--- config.mk ---
export PLATFORM = sky130hd
export DESIGN_NAME = counter_backward
export DESIGN_NICKNAME = d
export VERILOG_FILES = /design/src/rtl/counter_backward.sv
export SDC_FILE = /design/constraint.sdc
export NUM_CORES = 1
export LEC_CHECK = 0
export BUFFER_PORTS_ARGS = -buffer_cell sky130_fd_sc_hd__buf_2
export CAP_MARGIN = 20
export CORE_AREA = 2 2 46 48
export CTS_CLUSTER_SIZE = 16
export DETAILED_ROUTE_END_ITERATION = 10
export DIE_AREA = 0 0 48 50
export GPL_TIMING_DRIVEN = 0
export PLACE_DENSITY = 0.78
export SETUP_SLACK_MARGIN = 0.4
export SYNTH_ARGS = -nofsm -noshare
export SYNTH_HDL_FRONTEND = slang
export SYNTH_SLANG_ARGS = --single-unit
export TNS_END_PERCENT = 10
--- constraint.sdc ---
create_clock -name clk_i -period 1.6 [get_ports clk_i]
set_input_delay 0.32 -clock clk_i [delete_from_list [all_inputs] [get_ports clk_i]]
set_output_delay 0.32 -clock clk_i [all_outputs]
set_load 0.1 [all_outputs]
--- src/rtl/counter_backward.sv ---
// Down-counter with load, wrap/saturate/reload handling at zero, an early
// borrow flag, a one-cycle zero pulse, a sticky underflow flag and a small
// IDLE/RUN/DONE state machine whose RUN state is exported as busy_o.
module counter_backward #(
    parameter int WORD_WIDTH = 8
) (
    input  logic                  clk_i,
    input  logic                  arst_ni,
    input  logic                  en_i,
    input  logic                  action_i,
    input  logic [1:0]            mode_i,
    input  logic [WORD_WIDTH-1:0] data_i,
    output logic [WORD_WIDTH-1:0] data_o,
    output logic                  will_underflow_o,
    output logic                  zero_o,
    output logic                  underflow_o,
    output logic                  busy_o
);

    typedef enum logic [1:0] {
        ST_IDLE = 2'b00,
        ST_RUN  = 2'b01,
        ST_DONE = 2'b10
    } state_t;

    localparam logic [1:0] MODE_SATURATE = 2'b01;
    localparam logic [1:0] MODE_RELOAD   = 2'b10;

    localparam logic [WORD_WIDTH-1:0] ALL_ZERO = '0;
    localparam logic [WORD_WIDTH-1:0] ALL_ONES = '1;
    localparam logic [WORD_WIDTH-1:0] ONE      = {{(WORD_WIDTH-1){1'b0}}, 1'b1};

    state_t state;

    // The next decrement borrows whenever the registered count sits at zero.
    assign will_underflow_o = (data_o == ALL_ZERO);

    // Count register, flags and state machine all advance together so busy_o stays aligned with state.
    always_ff @(posedge clk_i or negedge arst_ni) begin
        if (!arst_ni) begin
            data_o      <= ALL_ZERO;
            zero_o      <= 1'b0;
            underflow_o <= 1'b0;
            busy_o      <= 1'b0;
            state       <= ST_IDLE;
        end else if (!en_i) begin
            zero_o <= 1'b0;
        end else if (!action_i) begin
            data_o      <= data_i;
            zero_o      <= 1'b0;
            underflow_o <= 1'b0;
            if (data_i != ALL_ZERO) begin
                state  <= ST_RUN;
                busy_o <= 1'b1;
            end else begin
                state  <= ST_IDLE;
                busy_o <= 1'b0;
            end
        end else if (data_o != ALL_ZERO) begin
            data_o <= data_o - ONE;
            if (data_o == ONE) begin
                zero_o <= 1'b1;
                state  <= ST_DONE;
                busy_o <= 1'b0;
            end else begin
                zero_o <= 1'b0;
            end
        end else begin
            underflow_o <= 1'b1;
            if (mode_i == MODE_SATURATE) begin
                data_o <= ALL_ZERO;
                zero_o <= 1'b1;
                state  <= ST_DONE;
                busy_o <= 1'b0;
            end else if (mode_i == MODE_RELOAD) begin
                data_o <= data_i;
                if (data_i != ALL_ZERO) begin
                    zero_o <= 1'b0;
                    state  <= ST_RUN;
                    busy_o <= 1'b1;
                end else begin
                    zero_o <= 1'b1;
                    state  <= ST_DONE;
                    busy_o <= 1'b0;
                end
            end else begin
                data_o <= ALL_ONES;
                zero_o <= 1'b0;
                state  <= ST_RUN;
                busy_o <= 1'b1;
            end
        end
    end

endmodule

==> qor.yml <==
status: "finished with violations"
violations: "setup timing"
dp_hpwl_um: 1620
clock.fmax_ghz: 0.565
drt_iter0_markers: 17
finalPower_mw: 1.40
grt_usage: 0.228
core_area_um2: 1900
portBuffers: 25
synth-simple-area-share: 0.302
path_class: "reg -> reg"
clkPwrFrac: 0.144
synthMuxAreaShare: 0.0124
slew_viol_final: 0
endpoint_kind: "flop"
syn_area_per_cell_um2: 8.60
swShare: 0.492
rsz0062_at_grt: "true"
synth_xor_area_frac: 0
worst_slew_pin_slew_ns: 0.408
nFillCells: 151
diodes: 0
hold_viol: 0
setup.worst_path.start_class: "flop"
synthCells: 94
synth_top_family_by_area: "simple AND/OR/NAND/NOR gates"
grt_max_degree: 12
sequentialPowerShare: 0.292
setup_ws_ns: -0.169
grt-ovfl-total: 0
grt_pass1_wl_um: 3860
grt_pass1_vias: 883
first_pass_iters: 4
internal_power_mw: 0.711
synth_nets: 111
drive_gt1_frac: 0.463
ys_warn_count: 0
clk_pin_slew_worst_paths_ns: 0.07
fp.dieW_um: 48
ant_nets: 0
antenna_found_initial: 0
htreeDepth: 1
combPwrFrac: 0.564
ir_worst_vdd_mv: 0.777
ios: 26
clock_path_buffers: 2
fin_tns_setup_ns: -0.337
synth-adder-area-share: 0.0464
ys_seq_area_frac: 0.341
syn_area_um2: 808
wl_per_cell_um: 15.4
final_util: 0.685
clkLatencyLatePin_ns: 0.28
place_area_um2: 1000
chipHeight_um: 50
synth_compound_area_frac: 0.254
cp.arrival_ns: 1.92
final_area_um2: 1300
nets: 152
cts_tree: "built"
cp_slowest_cell: "dfrtp_4"
drv_cap: 0
setup_viol: 3
power_density_nw_per_um2: 1080
layout_common_cells: "15 x nor2_1, 15 x buf_2, 9 x nand2_1, 9 x buf_4, 8 x buf_12"
min_path_type: "in -> reg"
power.leakage_nw: 0.578
start_util: 0.425
routed_wl_um: 2480
required_ns: 1.75
slew_headroom: 0.728
clock-sinks: 11
cts_buffers: 3
slowest_delay_ns: 0.50
clockRootBuffer: "clkbuf_4"
finalWeightedCongestion: 0.904
viasPerCell: 5.49
period_share: 1.11
synth_seq_cells: 11
die_area_um2: 2400
synthToLayoutAreaGrowth_pct: 61.1
post-route-min-period_ns: 1.77
skew_ns: 0.00311
path_cells: "inv_4 > ha_4 > or3b_4 > o32a_1 > o21ai_1 > o211ai_1"
route.detailed.drc: 0
p_switching_mw: 0.689
dpl_worst_slack_ns: -0.236
rows: 16
vias: 884
cp_max_fo: 3
synthDistinctLibCells: 37
cell type report:
cell class / instances / area (um2) / share of cell area
sequential: 11 / 290 / 0.223
clock buffer: 4 / 26.3 / 0.0202
multi-input combinational: 74 / 539 / 0.414
timing repair buffer: 36 / 367 / 0.281
buffer: 3 / 13.8 / 0.0106
tap: 27 / 33.8 / 0.0259
inverter: 6 / 32.5 / 0.0250
what timing repair did:
item | 4_1_cts | 5_1_grt
buffers inserted | 5 | 5
endpoints found under the hold margin | 11 | 0
gates cloned | 0 | 0
pin swaps | 1 | 2
hold buffers | 1 | 0
setup endpoints to repair | 23 | 23
gates resized for setup | 17 | 42
critical path: cells and delay by family, from the launching register on:
kind | cells | cell delay (ns)
DFF | 1 | 0.50
buffers and inverters | 1 | 0.09
adders and majority gates | 1 | 0.13
AOI/OAI and AO/OA | 3 | 0.54
and+or+nand+nor | 1 | 0.38
sequential cells by signal (all words and copies together), names as in the netlist:
| register | count |
|---|---|
| busy_o | 1 |
| data_o | 8 |
| underflow_o | 1 |
| zero_o | 1 |
power groups by stage:
stage                     combinational (mW)  sequential [mW]  clock (mW)
after floorplan                        0.170            0.710           0
after global placement                 0.587            0.402           0
after global routing                   0.835            0.416       0.226
final                                  0.790            0.409       0.201
after detailed placement               0.594            0.407           0
after CTS                              0.675            0.399       0.200
stage by stage:
stage | hold slack, ns | cells
5_1_grt | 0.330 | 161
2_1_floorplan | 0.0244 | 94
3_5_place_dp | 0.210 | 146
4_1_cts | 0.355 | 156
6_report | 0.339 | 161
3_3_place_gp | 0.208 | 146
worst paths after layout:
path	from	to	slack, ns	cells past startpoint
worst min-delay path	data_i[0]	data_o[0]$_DFFE_PN0P_	0.34	3
max in group asynchronous	arst_ni	data_o[1]$_DFFE_PN0P_	0.91	2
worst max register to register	data_o[1]$_DFFE_PN0P_	data_o[6]$_DFFE_PN0P_	-0.17	6
worst min register to register	busy_o$_DFFE_PN0P_	busy_o$_DFFE_PN0P_	0.57	1
worst max-delay path	data_o[1]$_DFFE_PN0P_	data_o[6]$_DFFE_PN0P_	-0.17	6
min in group asynchronous	arst_ni	data_o[4]$_DFFE_PN0P_	0.44	2
routing by layer:
layer / part of all wire / track usage / vias to the layer above / wire [um]
met3: 0.069 / 0.0403 / 5 / 171
met4: 0.017 / 0.0991 / 0 / 42
met2: 0.50 / 0.347 / 39 / 1240
li1: - / - / 424 / -
met1: 0.41 / 0.304 / 416 / 1020
met5: 0 / 0 / - / 0
synth_stat cells (all sizes together):
master	instances	area, um2
a21oi	4	20.0
a22oi	1	7.51
a2bb2oi	1	8.76
a31oi	1	6.26
and2	1	6.26
and3	1	6.26
and3b	1	8.76
buf	2	10.0
clkbuf	1	3.75
dfrtp	11	275
ha	3	37.5
inv	6	22.5
mux2i	1	10.0
nand2	9	33.8
nand2b	1	6.26
nand3	1	5.00
nand3b	2	15.0
nand4	1	6.26
nand4b	1	23.8
nor2	17	71.3
nor2b	2	12.5
nor3	2	21.3
nor4	2	12.5
o2111ai	2	17.5
o211ai	2	15.0
o21ai	8	51.3
o221ai	5	50.0
o2bb2ai	1	8.76
o32a	2	20.0
or3	1	6.26
or3b	1	8.76
kinds of logic (layout without fill, tap and decap cells):
group           count (synthesis)  after routing
compound gates                 27             27
simple gates                   43             43
mux                             1              1
fa+ha+maj                       3              3
flops                          11             11
buf+inv                         9             49
Power figures use the tool's default switching activity.
